File: src/rtl/alu_arbiter.sv
// Two-requester round-robin front end for a shared single-issue ALU.
// Ports: i_clk/i_rst; i_req_valid/o_req_ready/i_req_instr/i_req_rs/i_req_rt (two requesters,
//   32-bit lanes, [31:0] = requester 0); o_opcode/o_rs_val/o_rt_val/o_shamt/o_func/o_raw_val
//   drive the ALU; i_alu_result/i_alu_sig_b come back from it; o_rsp_* with i_rsp_ready return
//   the result.
// Latency: grant cycle, then EXEC_CYCLES cycles in EXEC, then HOLD until i_rsp_ready; one op in flight.
// Backpressure: o_req_ready is raised only in IDLE; HOLD stalls on i_rsp_ready.
module alu_arbiter #(
  parameter int EXEC_CYCLES = 1
) (
  input  logic        i_clk,
  input  logic        i_rst,
  input  logic [1:0]  i_req_valid,
  output logic [1:0]  o_req_ready,
  input  logic [63:0] i_req_instr,
  input  logic [63:0] i_req_rs,
  input  logic [63:0] i_req_rt,
  output logic [5:0]  o_opcode,
  output logic [31:0] o_rs_val,
  output logic [31:0] o_rt_val,
  output logic [4:0]  o_shamt,
  output logic [5:0]  o_func,
  output logic [15:0] o_raw_val,
  input  logic [31:0] i_alu_result,
  input  logic        i_alu_sig_b,
  output logic        o_rsp_valid,
  output logic        o_rsp_id,
  output logic [31:0] o_rsp_result,
  output logic        o_rsp_sig_b,
  input  logic        i_rsp_ready
);

  typedef enum logic [1:0] {IDLE, EXEC, HOLD} state_t;

  localparam logic [3:0] CNT_INIT = 4'(EXEC_CYCLES - 1);

  state_t      r_state;
  logic [3:0]  r_cnt;
  logic        r_last;

  logic        w_gnt_vld;
  logic        w_gnt_idx;
  logic [31:0] w_instr;
  logic [31:0] w_rs;
  logic [31:0] w_rt;
  logic        w_unused;

  // On a tie the requester not served last wins; a lone requester always wins.
  assign w_gnt_idx = (&i_req_valid) ? ~r_last : i_req_valid[1];
  // Gated by i_rst so ready reads 0 while reset is held, even mid-cycle.
  assign w_gnt_vld = (r_state == IDLE) && (|i_req_valid) && !i_rst;
  assign o_req_ready = w_gnt_vld ? (w_gnt_idx ? 2'b10 : 2'b01) : 2'b00;

  assign w_instr = w_gnt_idx ? i_req_instr[63:32] : i_req_instr[31:0];
  assign w_rs    = w_gnt_idx ? i_req_rs[63:32]    : i_req_rs[31:0];
  assign w_rt    = w_gnt_idx ? i_req_rt[63:32]    : i_req_rt[31:0];

  // Instruction bits [25:16] (register specifiers) are not forwarded to the ALU.
  assign w_unused = ^w_instr[25:16];

  always_ff @(posedge i_clk or posedge i_rst) begin
    if (i_rst) begin
      r_state      <= IDLE;
      r_cnt        <= 4'd0;
      r_last       <= 1'b1;
      o_opcode     <= 6'd0;
      o_rs_val     <= 32'd0;
      o_rt_val     <= 32'd0;
      o_shamt      <= 5'd0;
      o_func       <= 6'd0;
      o_raw_val    <= 16'd0;
      o_rsp_valid  <= 1'b0;
      o_rsp_id     <= 1'b0;
      o_rsp_result <= 32'd0;
      o_rsp_sig_b  <= 1'b0;
    end else begin
      case (r_state)
        IDLE: begin
          if (w_gnt_vld) begin
            o_opcode  <= w_instr[31:26];
            o_shamt   <= w_instr[10:6];
            o_func    <= w_instr[5:0];
            o_raw_val <= w_instr[15:0];
            o_rs_val  <= w_rs;
            o_rt_val  <= w_rt;
            o_rsp_id  <= w_gnt_idx;
            r_last    <= w_gnt_idx;
            r_cnt     <= CNT_INIT;
            r_state   <= EXEC;
          end
        end
        EXEC: begin
          if (r_cnt != 4'd0) begin
            r_cnt <= r_cnt - 4'd1;
          end else begin
            o_rsp_result <= i_alu_result;
            o_rsp_sig_b  <= i_alu_sig_b;
            o_rsp_valid  <= 1'b1;
            r_state      <= HOLD;
          end
        end
        HOLD: begin
          if (i_rsp_ready) begin
            o_rsp_valid <= 1'b0;
            r_state     <= IDLE;
          end
        end
        default: r_state <= IDLE;
      endcase
    end
  end

endmodule

File: config.mk
export PLATFORM = sky130hd
export DESIGN_NAME = alu_arbiter
export DESIGN_NICKNAME = d
export VERILOG_FILES = /design/src/rtl/alu_arbiter.sv
export SDC_FILE = /design/constraint.sdc
export NUM_CORES = 1
export LEC_CHECK = 0
export BUFFER_PORTS_ARGS = -buffer_cell sky130_fd_sc_hd__buf_4
export CORE_AREA = 2 2 141 143
export CTS_CLUSTER_DIAMETER = 80
export CTS_CLUSTER_SIZE = 25
export DETAILED_ROUTE_END_ITERATION = 12
export DIE_AREA = 0 0 143 145
export GPL_TIMING_DRIVEN = 0
export HOLD_SLACK_MARGIN = 0.08
export SLEW_MARGIN = 20
export SYNTH_ARGS = -nofsm -noshare
export SYNTH_HDL_FRONTEND = slang
export SYNTH_SLANG_ARGS = --single-unit
export TNS_END_PERCENT = 30
File: constraint.sdc
create_clock -name i_clk -period 4.2 [get_ports i_clk]
set_clock_uncertainty 0.15 [all_clocks]
set_input_delay 0.42 -clock i_clk [delete_from_list [all_inputs] [get_ports i_clk]]
set_output_delay 0.42 -clock i_clk [all_outputs]
set_load 0.05 [all_outputs]
==> impl_metrics.ini, run 1 <==
[outcome]
status = complete, no violations

[cts]
clkLatencyLatePin_ns = 0.42
hold_buffers = 119
cts-resized-gates = 0
root_buffer = clkbuf_16
cts_sinks = 128
cts_tree = done
cts_buffers = 17
clock_path_buffers = 2
clkTransAtPathRegs_ns = 0.06
htreeDepth = 4
cts_setup_buffers = 0

[sta]
slew_headroom_pct = 58.3
fmax_ghz = 0.338
rsz0062_at_grt = no
whs_ns = 0.0918
finalCriticalPeriod_ns = 2.96
period_share_pct = 70.5
report.final.slew_viol_count = 0
worstMarginPinSlew_ns = 0.625
setup_viol = 0
hold_viol = 0
tns_ns = 0
worst_slack_ns = 1.24

[global_routing]
antenna_found_initial = 0
grt.total_usage_pct = 20.4
grt_pass1_vias = 6125
grt_overflow = 0
grt_start_max_net_pins = 96
grt_pass1_wl_um = 32900

[power_and_ir_drop]
leakage_nw = 4.99
p_total_mw = 9.12
ir_drop_mv = 0.459
power.density_mw_per_mm2 = 878

[logic_synthesis]
synth_compound_area_share_pct = 27.7
netlist.area_leader.share_pct = 56.4
ys_types = 31
synth_nets = 656
async_reset_ff_share_pct = 100
synthAdderAreaFrac_pct = 0.222
yosys_register_bits = 128
ys.flop_type = dfrtp_1
ys_warn_count = 0
avgSynthCellArea_sq_um = 13.3
syn_area_sq_mm = 0.00564
synth_xor_area_share_pct = 0
synth_top_family_by_area = compound AO/OA/AOI/OAI gates
synthTopCellsByArea = dfrtp_1 (56%), a221o_1 (15%), a21boi_0 (11%), mux2_2 (6.6%), buf_2 (1.5%)
synth-simple-area-share_pct = 2.49
synth_cells = 425
synth_edf_count = 0
synth_top_cell_by_area = dfrtp_1
synthMuxAreaShare_pct = 6.79
yosysSeqAreaShare_pct = 56.8

[setup_path]
timing.rr.start = r_state[0]$_DFFE_PP0P_
crit_buf_inv = 6
arrival_ns = 2.39
critPathCaptureType = primary output
startpoint_type = primary input
cp_top_family = buffers and inverters
cpPeakStageDelay_ns = 0.55
crit_chain = dlygate4sd3_1 -> buf_4 -> nor3_2 -> buf_6 -> and3_4 -> buf_6 -> buf_2 -> buf_4
cp_slowest_cell = dlygate4sd3_1
reg2regPathDepth = 6
crit_fanout = 10
r2r_slack_ns = 1.59
path_class = in2out
r2r-end = o_opcode[4]$_DFFE_PP0P_
cp.required_ns = 3.63

[floorplanning]
dieHeight_um = 145
dieWidth_um = 143
io_pins = 364
die_area_sq_mm = 0.0207
row_count = 51
start_util_pct = 29.3
core_sq_mm = 0.0192

[routing]
first_pass_iters = 4
routedWlPerCell_um = 18.1
via_count = 5758
viasPerCell = 4.86
drtIter0Drc = 250
postRouteAntennaNets = 0
drc = 0
routed_wl_um = 21400

[finish]
stdcell_area_sq_mm = 0.0104
n_antenna_cell = 0
area_growth_pct = 84.3
drive_above_1_share_pct = 49.0
seq_area_sq_mm = 0.00320
multiInputGateArea_sq_mm = 0.00210
nets = 1138
fillers = 1657

[placement]
routabilityCongestion = 0.815
dpl_cell_area_sq_mm = 0.00858
hpwl_um = 15200
preCtsSetupSlack_ns = 1.78
io_buffers = 343

[run]
maxCapViolCount = 0

[hold_path]
worstHoldStart = i_req_rs[0]
hold_depth = 2
holdCritPathClass = in2reg
min_to = o_rs_val[0]$_DFFE_PP0P_
## cells in the final DEF, fill, tap and decap left out, types with 2 or more instances in the layout
master / synthesis / layout
inv_6: 0 / 2
buf_6: 7 / 7
clkbuf_16: 0 / 17
mux2_2: 33 / 33
or3_1: 2 / 2
clkinvlp_4: 0 / 3
nor2b_1: 2 / 2
bufinv_16: 0 / 3
inv_1: 5 / 4
dlygate4sd3_1: 0 / 119
clkbuf_1: 19 / 19
a21boi_0: 86 / 86
a221o_1: 86 / 86
buf_2: 17 / 17
a21oi_1: 2 / 2
inv_8: 0 / 2
nor2_1: 3 / 3
o21ai_0: 4 / 4
dfrtp_1: 127 / 127
nand2b_1: 2 / 2
nand2_1: 4 / 4
clkinv_4: 0 / 4
buf_4: 11 / 354
## how the worst max path moves through the flow
stage	startpoint	endpoint	depth (start not counted)
global placement	i_rst	o_rt_val[5]$_DFFE_PP0P_	2
CTS	i_rst	o_req_ready[1]	8
global route	i_rst	o_req_ready[1]	8
floorplan	i_rst	o_func[0]$_DFFE_PP0P_	1
finish	i_rst	o_req_ready[1]	8
detailed placement	i_rst	o_req_ready[1]	7
## sequential cells by signal (all words and copies together), names as in the netlist, 2 cells and up
name and count:
o_rsp_result 32, r_state 2, o_opcode 6, o_shamt 4, o_func 5, o_rt_val 32, r_cnt 4, o_raw_val 7
o_rs_val 32
## stage by stage
| stage | utilization [%] | std cells |
|---|---|---|
| after CTS | 54.1 | 1185 |
| after global placement | 44.5 | 1033 |
| after global routing | 54.1 | 1185 |
| after floorplan | - | 425 |
| final | 54.1 | 1185 |
| after detailed placement | 44.7 | 1034 |
## cells in the mapped netlist (2+ instances only)
cell type  instances
o21ai_0            4
buf_2             17
a21boi_0          86
or3_1              2
a21oi_1            2
buf_6              7
buf_4             11
mux2_2            33
a221o_1           86
nand2_1            4
nor2_1             3
nor2b_1            2
nand2b_1           2
dfrtp_1          127
clkbuf_1          19
inv_1              5
## kinds of logic after synthesis
family | count (synthesis)
and+or+nand+nor | 22
muxes | 34
buffers and inverters | 59
adders and majority gates | 1
AOI/OAI and AO/OA | 181
DFF | 128
## cell type report
class	instances	area share [%]
repair buffers	463	36.5
flip-flops and latches	128	30.8
multi-input cells	238	20.2
clock buffers	18	4.23
well taps	265	3.19
plain buffers	54	3.06
clock inverters	14	1.75
inverters	5	0.253
## power by group
part           leakage, nW  internal (mW)  switching, mW  total, mW
Combinational         3.13           2.06           3.31       5.37
Clock                0.295          0.959          0.592       1.55
Sequential            1.57           1.84          0.358       2.20
Total                 4.99           4.86           4.26       9.12
## routing by layer
layer | wire length, um | vias to the layer above | GRT usage [%]
met2 | 10900 | 224 | 35.0
met4 | 640 | 0 | 8.61
met5 | 0 | - | 0
met1 | 8520 | 2875 | 24.6
li1 | - | 2614 | -
met3 | 1350 | 45 | 4.42
Note: power is estimated with default switching activity, not from simulation.
==> run 2: changes to the inputs <==
--- a/config.mk
+++ b/config.mk
@@ -5,12 +5,13 @@
 export SDC_FILE = /design/constraint.sdc
 export NUM_CORES = 1
 export LEC_CHECK = 0
+export ABC_AREA = 1
 export BUFFER_PORTS_ARGS = -buffer_cell sky130_fd_sc_hd__buf_4
-export CORE_AREA = 2 2 141 143
+export CORE_AREA = 2 2 142 144
 export CTS_CLUSTER_DIAMETER = 80
 export CTS_CLUSTER_SIZE = 25
 export DETAILED_ROUTE_END_ITERATION = 12
-export DIE_AREA = 0 0 143 145
+export DIE_AREA = 0 0 144 146
 export GPL_TIMING_DRIVEN = 0
 export HOLD_SLACK_MARGIN = 0.08
 export SLEW_MARGIN = 20
==> constraint.sdc (replaced) <==
create_clock -name i_clk -period 2.53 [get_ports i_clk]
set_clock_uncertainty 0.15 [all_clocks]
set_input_delay 0.253 -clock i_clk [delete_from_list [all_inputs] [get_ports i_clk]]
set_output_delay 0.253 -clock i_clk [all_outputs]
set_load 0.05 [all_outputs]
==> impl_metrics.ini, run 2 <==
[outcome]
status = complete, no violations

[finish]
mostFrequentLayoutCell = nand2_1
fin_cells = 1709
most-common-layout-cells = nand2_1 (568), buf_4 (360), dlygate4sd3_1 (210)
reg.largest.list = o_rs_val x32, o_rsp_result x32, o_rt_val x32
stdcell_area_sq_mm = 0.0119
fillers = 1687
n_antenna_cell = 0
area_growth_pct = 96.2
drive_above_1_share_pct = 29.8
nets = 1663

[cts]
clkTransAtPathRegs_ns = 0.05
cts_sinks = 128
cts_tree = done
clkLatencyLatePin_ns = 0.42
htreeDepth = 4
root_buffer = clkbuf_16
cts_buffers = 17
clock_path_buffers = 2

[floorplanning]
core_sq_mm = 0.0193
dieHeight_um = 146
io_pins = 364
dieWidth_um = 144
start_util_pct = 31.4
die_area_sq_mm = 0.0210
row_count = 51

[routing]
routedWlPerCell_um = 14.3
via_count = 7402
viasPerCell = 4.33
postRouteAntennaNets = 0
drtIter0Drc = 252
drc = 0
first_pass_iters = 4
routed_wl_um = 24500

[setup_path]
startpoint_type = primary input
startpoint = i_rst
cp_slowest_cell = dlygate4sd3_1
timing.rr.start = r_last$_DFFE_PP1P_
path_class = in2out
cpPeakStageDelay_ns = 0.56
r2r-end = o_rt_val[21]$_DFFE_PP0P_
r2r_slack_ns = 0.10
arrival_ns = 2.04
crit_buf_inv = 8
crit_fanout = 10
critPathCaptureType = primary output
cp_top_family = buffers and inverters
reg2regPathDepth = 8
cp.required_ns = 2.13
crit_chain = dlygate4sd3_1 -> buf_4 -> clkinvlp_4 -> buf_12 -> buf_12 -> nand3_1 -> buf_6 -> buf_6 -> nor2_4 -> buf_4

[logic_synthesis]
yosys_register_bits = 128
ys_warn_count = 0
syn_area_sq_mm = 0.00608
synthAdderAreaFrac_pct = 0.206
async_reset_ff_share_pct = 100
synth-simple-area-share_pct = 35.9
synth_commonest_cells = nand2_1 (568), dfrtp_1 (127), inv_1 (42)
synth_cells = 849
netlist.area_leader.share_pct = 52.3
ys.flop_type = dfrtp_1
synth_xor_area_share_pct = 0
synth_top_cell_by_area = dfrtp_1
synth_nets = 1080
synth_compound_area_share_pct = 3.44
yosysSeqAreaShare_pct = 52.7
synth_edf_count = 0
synth.most_common_cell = nand2_1
avgSynthCellArea_sq_um = 7.16
synth_top_family_by_area = simple AND/OR/NAND/NOR gates
ys_types = 17
synthMuxAreaShare_pct = 0
synthTopCellsByArea = dfrtp_1 (52%), nand2_1 (35%), o21ai_0 (2.9%), inv_1 (2.6%), buf_4 (2.0%)

[sta]
period_share_pct = 96.5
setup_viol = 0
fmax_ghz = 0.410
hold_viol = 0
finalCriticalPeriod_ns = 2.44
rsz0062_at_grt = yes
worstMarginPinSlew_ns = 0.694
report.final.slew_viol_count = 0
slew_headroom_pct = 53.8
worst_slack_ns = 0.0891

[placement]
dpl_cell_area_sq_mm = 0.00913
io_buffers = 343
hpwl_um = 16500
preCtsSetupSlack_ns = -0.190
routabilityCongestion = 0.830
placedCellCount = 1461

[hold_path]
min_to = r_state[0]$_DFFE_PP0P_
worstHoldStart = i_req_valid[0]
hold_depth = 5
holdCritPathClass = in2reg

[run]
maxCapViolCount = 0

[global_routing]
grt_overflow = 0
grt_pass1_wl_um = 38000
grt.total_usage_pct = 23.3
grt_pass1_vias = 7643
grt_start_max_net_pins = 34
antenna_found_initial = 0

[power_and_ir_drop]
leakage_nw = 6.69
ir_drop_mv = 0.536
power.density_mw_per_mm2 = 1290
[run 2: cells by family (layout without fill, tap and decap cells)]
family	after synthesis	after routing
DFF	128	128
and+or+nand+nor	579	579
adders and majority gates	1	1
buffers and inverters	100	695
AOI/OAI and AO/OA	41	41
[run 2: worst max path at each step]
stage               cells after the start                        to  slack, ns
finish                                 10            o_req_ready[0]       0.09
global route                            8  o_rt_val[21]$_DFFE_PP0P_     -0.005
CTS                                     6            o_req_ready[1]       0.04
detailed placement                     10            o_req_ready[0]      -0.19
global placement                        7            o_req_ready[0]      -2.32
floorplan                               5            o_req_ready[0]      -0.85
[run 2: area by class of cell]
class / count / area (sq um) / area share [%]
buffer: 55 / 349 / 2.93
clock buffer: 22 / 474 / 3.98
clock inverter: 9 / 156 / 1.31
inverter: 45 / 173 / 1.45
multi-input combinational: 621 / 2420 / 20.3
sequential: 128 / 3200 / 26.9
tap: 265 / 332 / 2.78
timing repair buffer: 563 / 4810 / 40.3
timing repair inverter: 1 / 5.00 / 0.0420
[run 2: worst reg2reg max path, delay by kind of cell, from the launching register on]
family          cells  cell delay (ns)
compound gates      1             0.10
buf+inv             3             1.25
flops               1             0.55
simple gates        4             0.35
[run 2: metrics by stage]
stage                     hold WS (ns)  total power, mW  util [%]  setup TNS [ns]
after global placement           0.314             12.2      46.8         -258.85
after detailed placement         0.150             12.3      47.2           -1.03
final                            0.325             15.4      61.7               0
after CTS                        0.319             15.5      61.6               0
after floorplan                  0.210             9.40         -          -71.82
after global routing             0.344             16.3      61.7        -0.00502
[run 2: power breakdown]
part	switching, mW	leakage [nW]	internal (mW)
logic	6.16	4.78	2.91
clock network	0.896	0.310	1.72
registers	0.623	1.60	3.09
[run 2: per-layer routing]
| metal | share of wire [%] | global-route usage, % | vias up | wire length [um] |
|---|---|---|---|---|
| met5 | 0 | 0 | - | 0 |
| met4 | 3.3 | 10.1 | 0 | 811 |
| met3 | 6.6 | 6.61 | 54 | 1620 |
| met2 | 49 | 39.7 | 264 | 11900 |
| met1 | 41 | 27.1 | 3397 | 10100 |
| li1 | - | - | 3687 | - |
[run 2: what timing repair did]
item / CTS / global route
hold buffers: 214 / 0
endpoints found under the setup margin: 2 / 4
buffers inserted: 0 / 3
gates cloned: 1 / 0
resized for setup: 1 / 1
endpoints found under the hold margin: 164 / 0
==> run 3: changes to the inputs <==
--- a/config.mk
+++ b/config.mk
@@ -9,7 +9,6 @@
 export BUFFER_PORTS_ARGS = -buffer_cell sky130_fd_sc_hd__buf_4
 export CORE_AREA = 2 2 142 144
 export CTS_CLUSTER_DIAMETER = 80
-export CTS_CLUSTER_SIZE = 25
 export DETAILED_ROUTE_END_ITERATION = 12
 export DIE_AREA = 0 0 144 146
 export GPL_TIMING_DRIVEN = 0
==> constraint.sdc (replaced) <==
create_clock -name i_clk -period 3 [get_ports i_clk]
set_clock_uncertainty 0.15 [all_clocks]
set_input_delay 0.3 -clock i_clk [delete_from_list [all_inputs] [get_ports i_clk]]
set_output_delay 0.3 -clock i_clk [all_outputs]
set_load 0.05 [all_outputs]
==> impl_metrics.ini, run 3 (synthesis results as in run 2) <==
[outcome]
status = complete, no violations

[cts]
clock_path_buffers = 2
cts_sinks = 128
cts_tree = done
root_buffer = clkbuf_16
clkLatencyLatePin_ns = 0.42
htreeDepth = 4
clkTransAtPathRegs_ns = 0.06
cts_setup_buffers = 0
cts_buffers = 17

[global_routing]
grt.total_usage_pct = 23.0
grt_pass1_vias = 7560
grt_start_max_net_pins = 31
grt_overflow = 0
antenna_found_initial = 0
grt_pass1_wl_um = 37700

[hold_path]
holdCritPathClass = reg2reg
hold_depth = 2
min_to = o_rsp_valid$_DFFE_PP0P_
worstHoldStart = o_rsp_valid$_DFFE_PP0P_

[finish]
reg.largest.list = o_rs_val x32, o_rsp_result x32, o_rt_val x32
fin_util_pct = 61.5
nets = 1657
drive_above_1_share_pct = 29.6
mostFrequentLayoutCell = nand2_1
stdcell_area_sq_mm = 0.0119
n_antenna_cell = 0
multiInputGateArea_sq_mm = 0.00242
area_growth_pct = 95.7
seq_area_sq_mm = 0.00320
most-common-layout-cells = nand2_1 (568), buf_4 (357), dlygate4sd3_1 (210)
fillers = 1694

[setup_path]
cp_top_family = buffers and inverters
timing.rr.start = r_last$_DFFE_PP1P_
path_class = in2out
reg2regPathDepth = 8
cp.required_ns = 2.55
crit_fanout = 29
arrival_ns = 2.42
startpoint = i_rst
startpoint_type = primary input
crit_chain = dlygate4sd3_1 -> buf_4 -> clkinvlp_4 -> buf_12 -> buf_12 -> buf_16 -> nand3_1 -> buf_6 -> buf_6 -> nor2_4 -> buf_4
r2r-end = o_rt_val[15]$_DFFE_PP0P_
cpPeakStageDelay_ns = 0.57
crit_buf_inv = 9
cp_slowest_cell = dlygate4sd3_1
r2r_slack_ns = 0.36
critPathCaptureType = primary output

[routing]
postRouteAntennaNets = 0
drtIter0Drc = 279
viasPerCell = 4.35
first_pass_iters = 4
drc = 0
via_count = 7411
routedWlPerCell_um = 14.3
routed_wl_um = 24300

[power_and_ir_drop]
leakage_nw = 6.67
p_total_mw = 13.0
power.density_mw_per_mm2 = 1090
ir_drop_mv = 0.452

[floorplanning]
core_sq_mm = 0.0193
start_util_pct = 31.4
dieHeight_um = 146
die_area_sq_mm = 0.0210
io_pins = 364
row_count = 51
dieWidth_um = 144

[sta]
fmax_ghz = 0.348
whs_ns = 0.328
hold_viol = 0
period_share_pct = 95.7
rsz0062_at_grt = no
setup_viol = 0
worstMarginPinSlew_ns = 0.942
slew_headroom_pct = 37.0
worst_slack_ns = 0.128
finalCriticalPeriod_ns = 2.87
report.final.slew_viol_count = 0

[placement]
preCtsSetupSlack_ns = 0.186
io_buffers = 343
dpl_cell_area_sq_mm = 0.00913
routabilityCongestion = 0.830
hpwl_um = 16500

[run]
maxCapViolCount = 0
-- run 3: cell types whose count changed in the layout (fill, tap and decap cells not counted) --
cell / delta
buf_4: -3
buf_12: -2
a21oi_2: +1
a21oi_4: -1
buf_16: +1
buf_2: -1
clkbuf_16: +1
clkbuf_4: -1
clkinvlp_2: -1
-- run 3: what timing repair did --
item / in CTS / in global routing
hold buffers: 210 / 0
setup endpoints to repair: 0 / 2
gates resized for setup: 0 / 1
hold endpoints to repair: 144 / 0
-- run 3: per-layer routing --
layer	share of wire (%)	wire length, um	track usage (%)	vias up
met4	3.3	805	9.71	0
met5	0	0	0	-
met3	6.8	1650	6.68	52
met1	41	9920	26.7	3412
li1	-	-	-	3682
met2	49	11900	39.3	265
-- run 3: how the worst max path moves through the flow --
| stage | end | slack (ns) | depth (start not counted) |
|---|---|---|---|
| floorplan | o_req_ready[0] | -0.47 | 5 |
| global placement | o_req_ready[0] | -1.94 | 7 |
| detailed placement | o_req_ready[0] | 0.19 | 10 |
| CTS | o_req_ready[0] | 0.07 | 11 |
| global route | o_req_ready[0] | 0.02 | 11 |
| finish | o_req_ready[0] | 0.13 | 11 |
-- run 3: final cells by class --
| type | instances | area share, % |
|---|---|---|
| Timing Repair Buffer | 558 | 40.3 |
| Buffer | 55 | 2.91 |
| Sequential cell | 128 | 26.9 |
| Clock inverter | 9 | 1.32 |
| Multi-Input combinational cell | 621 | 20.3 |
| Clock buffer | 22 | 3.99 |
| Inverter | 45 | 1.45 |
| Tap cell | 265 | 2.79 |
-- run 3: worst min-delay path: stages (launching register included) --
cell and delay [ns]:
dfrtp_1 0.34, nand2_1 0.05, nand2_1 0.06
-- run 3: through the flow --
step           setup TNS (ns)  cells
5_1_grt                     0   1703
3_3_place_gp          -165.04   1457
3_5_place_dp                0   1461
2_1_floorplan          -31.73    849
6_report                    0   1703
4_1_cts                     0   1702
-- run 3: power by group --
part | switching (mW) | internal, mW | total (mW)
Combinational | 5.18 | 2.46 | 7.64
Sequential | 0.526 | 2.61 | 3.14
Clock | 0.760 | 1.45 | 2.21
Total | 6.47 | 6.52 | 13.0
